<file path="src/rtl/dct2d_seq.sv">
// dct2d_seq: control sequencer for a 2-D DCT chain built as
//   row-DCT -> 8x8 transpose memory -> column-DCT.
// One lockstep advance enable (ce) drives both 1-D DCT pipelines and the
// transpose memory enable, so the three stages always move together. A
// valid-token shift register, as deep as the whole chain, tracks which
// pipeline slots carry real samples. At the end of a stream, the last block
// is pushed out by injecting zero bubbles.
//
// Handshake: a transfer happens on a cycle where valid and ready are both
// high. Upstream: a sample is taken when in_valid & in_ready. Downstream: a
// coefficient is consumed when out_valid & out_ready and the chain advances
// (ce). out_valid stays high while the chain is stalled waiting for input.
//
// Ports:
//   clk, rst_n              clock (rising edge), async active-low reset
//   in_valid / in_ready     upstream sample handshake
//   flush                   pulse: drain the chain after the current block
//   abort                   synchronous clear of the whole chain
//   out_ready / out_valid   downstream coefficient handshake
//   out_sop / out_eop       first / last coefficient of an output block
//   ce, tm_enb              advance enable for DCT stages / transpose memory
//   tm_rst                  transpose memory synchronous clear
//   bubble                  row-DCT input selects zero (flush filler)
//   in_row, in_col          position of the next sample to be accepted
//   blk_in_cnt, blk_out_cnt blocks fully accepted / emitted (wrapping)
//   busy                    sequencer not idle
//   dbg_state               current FSM state
module dct2d_seq #(
  parameter int ROW_LAT = 2,
  parameter int COL_LAT = 3,
  parameter int CNT_W   = 16
) (
  input  logic             clk,
  input  logic             rst_n,
  input  logic             in_valid,
  output logic             in_ready,
  input  logic             flush,
  input  logic             abort,
  input  logic             out_ready,
  output logic             out_valid,
  output logic             out_sop,
  output logic             out_eop,
  output logic             ce,
  output logic             tm_enb,
  output logic             tm_rst,
  output logic             bubble,
  output logic [2:0]       in_row,
  output logic [2:0]       in_col,
  output logic [CNT_W-1:0] blk_in_cnt,
  output logic [CNT_W-1:0] blk_out_cnt,
  output logic             busy,
  output logic [1:0]       dbg_state
);

  // Token latency through row stage, transpose memory and column stage.
  localparam int L  = ROW_LAT + 64 + COL_LAT;
  localparam int DW = $clog2(L + 1);

  typedef enum logic [1:0] {
    IDLE  = 2'd0,
    RUN   = 2'd1,
    FLUSH = 2'd2
  } state_t;

  state_t          state;
  logic [L-1:0]    vpipe;
  logic            flush_pend;
  logic [5:0]      in_idx;
  logic [5:0]      out_idx;
  logic [DW-1:0]   drain_cnt;

  logic            sink_ok;
  logic            accept;
  logic            xfer;
  logic            go_flush;
  logic [5:0]      in_idx_nxt;

  assign sink_ok    = out_ready | ~out_valid;
  assign in_ready   = (state != FLUSH) & sink_ok & ~tm_rst;
  assign accept     = in_valid & in_ready;
  // While flushing the chain advances whenever the sink can take data;
  // otherwise it advances only on a real sample so no bubble is inserted.
  assign ce         = ~tm_rst & ((state == FLUSH) ? sink_ok : accept);
  assign tm_enb     = ce;
  assign bubble     = (state == FLUSH);
  assign out_valid  = vpipe[L-1];
  assign xfer       = out_valid & out_ready & ce;
  assign out_sop    = out_valid & (out_idx == 6'd0);
  assign out_eop    = out_valid & (out_idx == 6'd63);
  assign in_row     = in_idx[5:3];
  assign in_col     = in_idx[2:0];
  assign busy       = (state != IDLE);
  assign dbg_state  = state;

  // Flush may only start on a block boundary: the input index after this
  // cycle must be 0. This also covers a flush arriving together with the
  // index-63 accept, and a flush in an empty block.
  assign in_idx_nxt = in_idx + {5'd0, accept};
  assign go_flush   = (flush_pend | flush) & (in_idx_nxt == 6'd0);

  always_ff @(posedge clk or negedge rst_n) begin
    if (!rst_n) begin
      state       <= IDLE;
      tm_rst      <= 1'b1;
      vpipe       <= '0;
      flush_pend  <= 1'b0;
      in_idx      <= 6'd0;
      out_idx     <= 6'd0;
      blk_in_cnt  <= '0;
      blk_out_cnt <= '0;
      drain_cnt   <= '0;
    end else begin
      // tm_rst clears the transpose memory on the edge after reset release
      // and on the edge after an abort.
      tm_rst <= abort;
      if (abort) begin
        state       <= IDLE;
        vpipe       <= '0;
        flush_pend  <= 1'b0;
        in_idx      <= 6'd0;
        out_idx     <= 6'd0;
        blk_in_cnt  <= '0;
        blk_out_cnt <= '0;
        drain_cnt   <= '0;
      end else begin
        if (ce)
          vpipe <= {vpipe[L-2:0], (state != FLUSH)};

        if (accept) begin
          in_idx <= in_idx + 6'd1;
          if (in_idx == 6'd63)
            blk_in_cnt <= blk_in_cnt + CNT_W'(1);
        end

        if (xfer) begin
          out_idx <= out_idx + 6'd1;
          if (out_idx == 6'd63)
            blk_out_cnt <= blk_out_cnt + CNT_W'(1);
        end

        case (state)
          IDLE, RUN: begin
            if (go_flush) begin
              state      <= FLUSH;
              drain_cnt  <= DW'(L);
              flush_pend <= 1'b0;
            end else begin
              if (accept)
                state <= RUN;
              if (flush)
                flush_pend <= 1'b1;
            end
          end
          FLUSH: begin
            // flush requests are ignored while draining
            if (ce) begin
              drain_cnt <= drain_cnt - DW'(1);
              if (drain_cnt == DW'(1))
                state <= IDLE;
            end
          end
          default: state <= IDLE;
        endcase
      end
    end
  end

endmodule
</file>
<file path="config.mk">
export PLATFORM = sky130hd
export DESIGN_NAME = dct2d_seq
export DESIGN_NICKNAME = d
export VERILOG_FILES = /design/src/rtl/dct2d_seq.sv
export SDC_FILE = /design/constraint.sdc
export NUM_CORES = 1
export LEC_CHECK = 0
export ABC_AREA = 1
export CORE_UTILIZATION = 58
export CTS_BUF_LIST = sky130_fd_sc_hd__clkbuf_16
export CTS_CLUSTER_DIAMETER = 100
export DETAILED_ROUTE_END_ITERATION = 7
export PLACE_DENSITY_LB_ADDON = 0.15
export SLEW_MARGIN = 40
export SYNTH_ARGS = -nofsm -noshare
export SYNTH_HDL_FRONTEND = slang
export SYNTH_SLANG_ARGS = --single-unit
</file>
<file path="constraint.sdc">
create_clock -name clk -period 2.9 [get_ports clk]
set_input_delay 0.58 -clock clk [delete_from_list [all_inputs] [get_ports clk]]
set_output_delay 0.58 -clock clk [all_outputs]
set_load 0.01 [all_outputs]
</file>
### After elaboration in Yosys (flattened, before gate mapping)

Index checks and enable logic that the tools add are counted.

* output and inout port bits: 49
* register bits: 124
* word-level logic and storage cells: 83

* bitwise gates (word level): 13
* muxes and demuxes: 27
* reductions and logical operators: 18
* $add $sub $neg: 6
* eq/ne operators: 10

Operators by type and width (number)
* $mux W69: 2
* $mux W16: 6
* $add A16 B1 Y16 const B: 2
* $mux W6: 4
* $mux W7: 3
* $pmux W7 S2: 1
* $reduce_bool A2 Y1: 7
* $add A6 B1 Y6 const B: 2
* $eq A6 B6 Y1 const B: 2
* $logic_not A6 Y1: 2
* $mux W2: 5
* $and A1 B1 Y1: 9
* $eq A7 B1 Y1 const B: 1
* $sub A7 B1 Y7 const B: 1
* $add A6 B1 Y6: 1
* $ne A3 B3 Y1 const B: 2
* $reduce_and A2 Y1: 3
* $reduce_and A3 Y1: 2
* $reduce_bool A3 Y1: 2
* $mux W1: 5
* $ne A4 B4 Y1 const B: 1
* $pmux W2 S2: 1
* $ne A3 B2 Y1 const B: 1
* $eq A2 B1 Y1 const B: 1
* other kinds (6): 8

### Longest topological paths before layout

* depth in word-level cells: 11
* gate-level depth with buffers: 16
* mapped depth without buffers: 16

### Worst setup path before layout

No wires, ideal clock.

* path type: input-to-reg
* from: in out_ready
* to: reg drain_cnt[6]
* stages: 16
* slack: 0.517 ns
* arrival: 2.266 ns
* data required time: 2.783 ns
* library setup time: 0.117 ns
* path through: inv_1 > a21oi_4 > nand3_4 > inv_1 > ha_1 > ha_1 > inv_1 > nand2_1 > nor2_1 > nand3_1 > nor2_1 > nand3_1 > nand2_2 > nand2_1 > nand2_1 > nand2_1

* word-level cells in the longest chain between the ends: 9

RTL lines
* from (decl): RTL line 39 `input logic out_ready,`
* $or A1 B1 Y1 (*): RTL line 78 `assign sink_ok = out_ready | ~out_valid;`
* $and A1 B1 Y1 (2 in series): RTL line 79 `assign in_ready = (state != FLUSH) & sink_ok & ~tm_rst;`
* $and A1 B1 Y1: RTL line 80 `assign accept = in_valid & in_ready;`
* $add A6 B1 Y6: RTL line 98 `assign in_idx_nxt = in_idx + {5'd0, accept};`
* $logic_not A6 Y1: RTL line 99 `assign go_flush = (flush_pend | flush) & (in_idx_nxt == 6'd0);`
* $and A1 B1 Y1: RTL line 99
* $ne A3 B3 Y1 (no line)
* $reduce_and A3 Y1 (no line) (*)
* to (signal assigned): RTL line 145 `drain_cnt <= DW'(L);`
* to (signal assigned): RTL line 157 `drain_cnt <= drain_cnt - DW'(1);`
* to (decl): RTL line 70 `logic [DW-1:0] drain_cnt;`

Every way passes the cells marked *; elsewhere a longest branch is shown, timed or not.
A chain may end at the register's enable or synchronous reset.

### Worst setup path in the final report

* from: reg out_idx[0]
* to: out out_eop

* word-level cells in the longest chain between the ends: 2

RTL lines
* from (decl): RTL line 69 `logic [5:0] out_idx;`
* from (signal assigned): RTL line 136 `out_idx <= out_idx + 6'd1;`
* $eq A6 B6 Y1: RTL line 89 `assign out_eop = out_valid & (out_idx == 6'd63);`
* $and A1 B1 Y1: RTL line 89
* to (decl): RTL line 42 `output logic out_eop,`

No other way between the ends.

==> flow_summary.ini <==
[cells_and_area]
fillers = 775
area_growth_pct = 20.6
utilization_pct = 71.9
antenna_cells = 0
drive_gt1_share_pct = 8.16
nets = 799

[drt]
dr.pass1.iters = 5
m1WireLength_mm = 6.25
drtIter0Drc = 364
drc = 0
top_layer = met4
ant_nets = 0
wire_per_inst_um = 15.1
via_per_inst = 5.71
dr_wl_met3_um = 672
wl_met2_mm = 7.02
vias = 5329
wirelength_mm = 14.1

[placed_design]
portBuffers = 54
pre_cts_ws_ns = 0.00419
dpl.hpwl_mm = 9.06
gp_congestion = 0.915

[sta]
finalSetupTns_ns = 0
slew_viol_final = 0
setup_ws_ns = 0.172
final_hold_viol_count = 0
worstMarginPinSlew_ns = 0.596
period_minus_slack_ns = 2.73
rsz0062_at_grt = no
max_freq_mhz = 367
min_period_over_period_pct = 94.1
setup_viol = 0
relSlewSlack_pct = 60.3
worst_clock_skew_ns = 0.00730

[clocking]
cts_buffers = 17
cts.path.max_buffers = 2
clk_latency_ns = 0.41
cts_resized = 0
cts-root-buf = clkbuf_16
post_cts_buffers = 0
path_clk_slew_ns = 0.06
cts_tree = done
hold_buffers = 0
clock-sinks = 124
htree_num_levels = 4

[pwr]
peakVddDrop_mv = 0.462
cellLeakagePower_nw = 3.27
p_int_w = 0.00332
power.switching_w = 0.00124
seqPwrFrac_pct = 40.2
power_density_mw_per_mm2 = 618
p_clk_share_pct = 47.0
swShare_pct = 27.2
combPwrFrac_pct = 12.8

[yosys]
syn_nets = 744
synth.cell_area_mm2 = 0.00613
yosys.area.top_type_share_pct = 50.2
avgSynthCellArea_um2 = 8.41
yosysTopAreaCell = dfrtp_1
synthCells = 729
ys_dominant_reg_cell = dfrtp_1
synth_area_leaders = dfrtp_1 (50%), nand2_1 (8.6%), nand3_1 (6.3%)
synth.most_common_cell = nand2_1
async_flop_share_pct = 100
synth_edf_count = 0
synth_common_cells = nand2_1 (140), dfrtp_1 (123), inv_1 (94), nand3_1 (77), nor2_1 (45)
ys_warn_count = 0
ys_types = 32
ys_ff_latch = 124
yosysSeqAreaShare_pct = 50.7

[setup_path]
worst-setup-path-type = register to output pin
reg2reg_slack_ns = 0.53
start_kind = register
cp-end-kind = output pin
crit_required_ns = 2.32
crit_start = out_idx[0]
crit_fanout = 4
crit_arrival_ns = 2.15
r2r_start = vpipe[68]

[flow_run]
max-cap-violations = 0

[die]
fp-row-count = 37
dieWidth_um = 105
fp.coreArea_mm2 = 0.0103
die-area_mm2 = 0.0110
num_io_pins = 55
initial_core_util_pct = 59.6
fp.dieH_um = 105

[global_routing]
grt_pass1_wl_mm = 24.3
grt_pass1_vias = 5270
antenna_found_initial = 0
grt_max_degree = 65
grtUsageTotal_pct = 27.6
grt_overflow = 0

[run_status]
status = completed

[hold_path]
holdCritPathClass = primary input to async pin
==> cell type report <==
class / count / area (um2) / share of cell area (%)
timing repair buffer: 68 / 663 / 8.98
inverter: 98 / 368 / 4.98
tap: 136 / 170 / 2.30
multi-input combinational: 475 / 2480 / 33.6
sequential: 124 / 3100 / 42.0
clock buffer: 17 / 425 / 5.76
clock inverter: 15 / 173 / 2.34
==> flip-flops by register name, summed over array words and instances (netlist names) <==
name,flops
vpipe,69
in_idx,6
out_idx,6
blk_out_cnt,16
tm_rst,1
blk_in_cnt,16
dbg_state,2
flush_pend,1
drain_cnt,7
==> through the flow <==
stage	std cells	power (W)	cell area (um2)	hold WS (ns)
5_1_grt	933	0.00475	7390	0.173
4_1_cts	933	0.00459	7390	0.160
3_3_place_gp	901	0.00243	6790	0.459
3_5_place_dp	901	0.00245	6790	0.463
2_1_floorplan	729	0.00223	6130	0.284
6_report	933	0.00457	7390	0.146
==> final timing paths <==
kind / to / cells past startpoint
setup reg to reg: drain_cnt[5] / 15
hold reg to reg: vpipe[46] / 2
max in group asynchronous: tm_rst / 2
min in group clk: tm_rst / 1
hold / removal: blk_in_cnt[11] / 1
setup / recovery: out_eop / 8
==> power groups by stage <==
| stage | clock network, W | logic [W] | registers [W] |
|---|---|---|---|
| after floorplan | 0 | 0.000381 | 0.00185 |
| after global routing | 0.00225 | 0.000657 | 0.00184 |
| final | 0.00215 | 0.000585 | 0.00184 |
| after global placement | 0 | 0.000564 | 0.00186 |
| after detailed placement | 0 | 0.000580 | 0.00186 |
| after CTS | 0.00217 | 0.000585 | 0.00183 |
==> metal layers <==
metal	global-route usage [%]	vias up
met2	45.6	177
met1	36.3	2580
met5	0	-
met4	9.86	0
li1	-	2555
met3	5.68	17
==> cells by family (layout without fill, tap and decap cells) <==
| logic type | count (synthesis) | count (layout) | synth area share (%) |
|---|---|---|---|
| simple gates | 326 | 326 | 24.8 |
| compound gates | 131 | 131 | 12.5 |
| fa+ha+maj | 9 | 9 | 1.84 |
| xor+xnor | 9 | 9 | 1.29 |
| flops | 124 | 124 | 50.7 |
| buf+inv | 130 | 198 | 8.84 |
==> layout by cell type, fill, tap and decap left out, types with 5 or more instances in the layout <==
cell type,Yosys,final
a21oi_1,11,11
buf_4,7,13
clkbuf_16,0,17
clkdlybuf4s50_1,0,52
dfrtp_1,123,123
ha_1,9,9
inv_1,94,94
inv_2,4,5
nand2_1,140,140
nand3_1,77,77
nand4_1,35,35
nor2_1,45,44
nor3_1,18,18
o21ai_0,44,44
o21ai_1,35,35
o31ai_1,34,34
xor2_1,8,8
==> critical path, stage by stage (launching register included) <==
cell and delay, ns:
dfrtp_1 0.38, ha_1 0.18, nand3_1 0.10, inv_1 0.07, nand2_1 0.07, nor2_2 0.19
inv_1 0.08, nor2_1 0.11, clkdlybuf4s50_1 0.55
Note: power is estimated with default switching activity, not from simulation.
==> RTL edit 1: new RTL, same settings <==
Set the parameter `CNT_W` to 12 (it was 16).
--- a/src/rtl/dct2d_seq.sv
+++ b/src/rtl/dct2d_seq.sv
@@ -28,7 +28,7 @@
 module dct2d_seq #(
   parameter int ROW_LAT = 2,
   parameter int COL_LAT = 3,
-  parameter int CNT_W   = 16
+  parameter int CNT_W   = 12
 ) (
   input  logic             clk,
   input  logic             rst_n,
Interface: changed (resized blk_in_cnt and blk_out_cnt); port bits go from 55 to 47. No check against the original RTL was run, so the function may have changed too.
==> RTL edit 1 against the unedited design <==
Total power is 2.2% higher; clock skew is 0.0045 ns higher; sequential cell count shrank 8; design area shrank 8.7%; fmax is 0.21% higher; routed wire length is 16% lower; synthesized area decreased by 9.4%; worst setup slack improved by 0.0058 ns; critical path type unchanged; largest power group unchanged; highest routed layer unchanged.
==> RTL edit 1: results <==
export IMPL_outcome="finished, final reports clean"
export IMPL_numCtsBuffers=17
export IMPL_first_iter_violations=275
export IMPL_synth_area_top_cells="dfrtp_1 (52%), o21ai_0 (9.0%), nand2_1 (8.9%)"
export IMPL_ys_types=34
export IMPL_clkSlewWorstSetupHoldPaths_ns=0.06
export IMPL_synth_commonest_cells="nand2_1 (131), dfrtp_1 (115), o21ai_0 (100), nand3_1 (98), inv_1 (53)"
export IMPL_cts_max_path_buffers=2
export IMPL_syn_inst=659
export IMPL_vias=4707
export IMPL_yosys_area_share_adder=0.02027
export IMPL_hp_class="primary input to asynchronous set/reset pin"
export IMPL_finClkSkew_ns=0.01177
export IMPL_cp_max_fo=4
export IMPL_r2r_start="vpipe[68]$_DFFE_PN0P_"
export IMPL_grtUsageTotal=0.2561
export IMPL_gp_congestion=0.8693
export IMPL_synth_compound_area_frac=0.1113
export IMPL_synth_xor_area_share=0.01734
export IMPL_io_buffers=46
export IMPL_top_regs="vpipe (69), blk_in_cnt (12), blk_out_cnt (12)"
export IMPL_drive_gt1_frac=0.09091
export IMPL_antenna_found_initial=0
export IMPL_r2r_cells=14
export IMPL_instances_no_fill=844
export IMPL_place_area_sq_mm=0.006122
export IMPL_dp_hpwl_mm=7.553
export IMPL_fillerInstances=624
export IMPL_worstMarginPinSlew_ns=0.6019
export IMPL_grt_pass1_wl_mm=20.20
export IMPL_power_leakage_nw=3.013
export IMPL_place_inst=812
export IMPL_drt_total_wl_mm=11.91
export IMPL_critPathKind="flop to output port"
export IMPL_r2r_end="drain_cnt[1]$_DFFE_PN0P_"
export IMPL_grt_max_degree=87
export IMPL_cts_max_level=4
export IMPL_yosysSeqAreaShare=0.5227
export IMPL_nNetsFinal=717
export IMPL_ys_warnings_count=0
export IMPL_finalHoldViolCount=0
export IMPL_peakVddDrop_uv=605.2
export IMPL_grt_pass1_vias=4487
export IMPL_synth_net_count=674
RTL edit 1: cells by family (layout without fill, tap and decap cells):
family                   Yosys count  count (layout)
flip-flops                       116             116
adder cells (fa/ha/maj)            9               9
buffers and inverters             91             147
AND/OR/NAND/NOR                  315             315
AO/OA/AOI/OAI                    117             117
XOR/XNOR                          11              11
RTL edit 1: how the worst min path moves through the flow:
stage / slack, ns / cells after the start / endpoint / startpoint
after global placement: 0.49 / 2 / drain_cnt[1]$_DFFE_PN0P_ / drain_cnt[1]$_DFFE_PN0P_
after floorplan: 0.28 / 0 / blk_in_cnt[0]$_DFFE_PN0P_ / rst_n
after detailed placement: 0.50 / 2 / vpipe[39]$_DFFE_PN0P_ / vpipe[39]$_DFFE_PN0P_
after global routing: 0.1 / 1 / in_idx[4]$_DFFE_PN0P_ / rst_n
after CTS: 0.08 / 1 / in_idx[3]$_DFFE_PN0P_ / rst_n
final: 0.07 / 1 / in_idx[5]$_DFFE_PN0P_ / rst_n
RTL edit 1: layer usage:
layer | GRT usage | wire (microns) | vias up
met5 | 0 | 0 | -
met4 | 0.09615 | 102 | 0
met3 | 0.05292 | 546 | 14
met2 | 0.4297 | 5942 | 130
met1 | 0.3293 | 5314 | 2274
li1 | - | - | 2289
RTL edit 1: stage by stage:
stage / hold slack (ns) / setup slack (ns) / power (mW) / util
4_1_cts: 0.08235 / 0.07418 / 4.690 / 0.7295
6_report: 0.07412 / 0.1780 / 4.667 / 0.7297
3_3_place_gp: 0.4887 / 0.1435 / 2.480 / 0.6626
2_1_floorplan: 0.2844 / 0.6602 / 2.251 / -
5_1_grt: 0.09828 / 0.06252 / 4.860 / 0.7297
3_5_place_dp: 0.5029 / 0.04389 / 2.500 / 0.6626
RTL edit 1: cell type report:
cell class,instances,area (sq um),share of cell area
multi-input combinational,452,2276,0.3375
inverter,59,225.2,0.03340
clock buffer,17,425.4,0.06309
sequential,116,2904,0.4307
timing repair buffer,56,558.0,0.08276
tap,129,161.4,0.02394
clock inverter,15,192.7,0.02858
RTL edit 1: worst max-delay path: cells and delay by family (launching register included):
family / cells / cell delay (ns)
buffers and inverters: 3 / 0.68
and+or+nand+nor: 4 / 0.46
DFF: 1 / 0.39
adders and majority gates: 1 / 0.20
RTL edit 1: power by group:
| part | internal (mW) | switching [mW] | leakage (nW) | total [mW] |
|---|---|---|---|---|
| sequential | 1.68 | 0.0681 | 1.61 | 1.75 |
| combinational | 0.248 | 0.482 | 1.10 | 0.730 |
| clock | 1.38 | 0.811 | 0.302 | 2.19 |
==> RTL edit 2: new RTL, same flow settings <==
Without the edit above. Make the reset (`rst_n`) synchronous in one clocked block. Comments in the files are not updated.
--- a/src/rtl/dct2d_seq.sv
+++ b/src/rtl/dct2d_seq.sv
@@ -98,7 +98,7 @@
   assign in_idx_nxt = in_idx + {5'd0, accept};
   assign go_flush   = (flush_pend | flush) & (in_idx_nxt == 6'd0);
 
-  always_ff @(posedge clk or negedge rst_n) begin
+  always_ff @(posedge clk) begin
     if (!rst_n) begin
       state       <= IDLE;
       tm_rst      <= 1'b1;
Formal check against the unedited RTL: differs if rst_n is asserted again (counterexample within 4 cycles, from zero or initial values and one cycle with rst_n low); with rst_n held inactive, the same outputs for 10 cycles.
==> RTL edit 2 against the unedited design <==
Synthesized area down 11%; via count down 6.7%; design area down 9.6%; sequential cell count unchanged; critical path type unchanged; routed wire length down 16%; first-iteration DRC count down 35%; fmax up 0.97%; largest cell class is now multi-input gates; worst setup slack better by 0.026 ns.
Power is not compared: it rests on default switching activity, and its combinational part moved more than twofold at a synthesized area within 25%.
==> RTL edit 2: results <==
export IMPL_async_flop_share=0
export IMPL_place_area_sq_mm=0.006045
export IMPL_viasPerCell=5.410
export IMPL_grtUsageTotal=0.2572
export IMPL_instances_no_fill=919
export IMPL_first_iter_violations=237
export IMPL_ctsResizeCount=0
export IMPL_peakVddDrop_uv=553.0
export IMPL_synth_compound_area_frac=0.1343
export IMPL_pg_comb_mw=0.222
export IMPL_r2r_start="dbg_state[1]$_SDFFE_PP0P_"
export IMPL_total_power_mw=4.234
export IMPL_drive_gt1_frac=0.08015
export IMPL_place_inst=887
export IMPL_finClkSkew_ns=0.01157
export IMPL_min_period_ns=2.701
export IMPL_nNetsFinal=813
export IMPL_synth_area_top_cells="dfxtp_1 (46%), nor2_1 (12%), o21ai_0 (8.2%)"
export IMPL_ys_flop_type="dfxtp_1"
export IMPL_ff2ff_setup_slack_ns=0.50
export IMPL_synth_commonest_cells="nor2_1 (181), dfxtp_1 (124), nand2_1 (107), o21ai_0 (89), inv_1 (54)"
export IMPL_wl_per_cell_microns=12.89
export IMPL_r2r_cells=14
export IMPL_cp_arrival_ns=2.12
export IMPL_antenna_cells=0
export IMPL_yosysSeqAreaShare=0.4563
export IMPL_outcome="finished, final reports clean"
export IMPL_io_buffers=54
export IMPL_grt_max_degree=84
export IMPL_hp_class="flop to flop"
export IMPL_yosys_area_share_adder=0.02070
export IMPL_gp_congestion=0.8749
export IMPL_ys_types=35
export IMPL_timing_hold_ws_ns=0.4679
export IMPL_relSlewSlack=0.5420
export IMPL_r2r_end="drain_cnt[3]$_SDFFE_PP0P_"
export IMPL_antenna_found_initial=0
export IMPL_synth_net_count=764
export IMPL_syn_avg_cell_area_sq_um=7.263
export IMPL_grt_pass1_wl_mm=20.38
export IMPL_fillerInstances=657
export IMPL_grt_pass1_vias=4603
export IMPL_dp_hpwl_mm=7.355
export IMPL_place_ws_ns=-0.04303
export IMPL_hold_start="vpipe[0]$_SDFFE_PP0P_"
export IMPL_synth_xor_area_share=0.02737
-- RTL edit 2: changes by cell type after synthesis, moves of 25 or more --
cell and delta:
a21oi_1 +25, o21ai_1 -34, dfxtp_1 +124, nand2_1 -33
o21ai_0 +45, nand3_1 -43, nand4_1 -27, dfrtp_1 -123
nor2_1 +136, inv_1 -40, o31ai_1 -34
-- RTL edit 2: cell type report --
cell class	instances	area (sq um)	share of cell area
clock buffers	17	425.4	0.06366
clock inverters	15	212.7	0.03183
inverters	59	222.7	0.03333
multi-input cells	534	2591	0.3878
flip-flops and latches	124	2482	0.3715
well taps	108	135.1	0.02022
repair buffers	62	613.1	0.09174
-- RTL edit 2: routing by layer --
layer,GRT usage,vias up,routed length (microns)
met3,0.05106,20,464
met2,0.4443,131,5886
met4,0.09644,0,156
met1,0.3170,2305,5340
met5,0,-,0
li1,-,2516,-
-- RTL edit 2: how the worst max path moves through the flow --
stage                            start                        end
2_1_floorplan                out_ready  drain_cnt[2]$_SDFFE_PP0P_
3_3_place_gp                 out_ready  drain_cnt[2]$_SDFFE_PP0P_
3_5_place_dp                 out_ready  drain_cnt[6]$_SDFFE_PP0P_
4_1_cts        out_idx[0]$_SDFFE_PP0P_                    out_eop
5_1_grt                      out_ready  drain_cnt[5]$_SDFFE_PP0P_
6_report       out_idx[0]$_SDFFE_PP0P_                    out_eop
-- RTL edit 2: worst max-delay path, cell delays in order (launching register included) --
cell and delay (ns):
dfxtp_1 0.37, ha_1 0.20, nand3_1 0.12, nand3b_1 0.29, nor2_1 0.16, clkdlybuf4s50_1 0.57
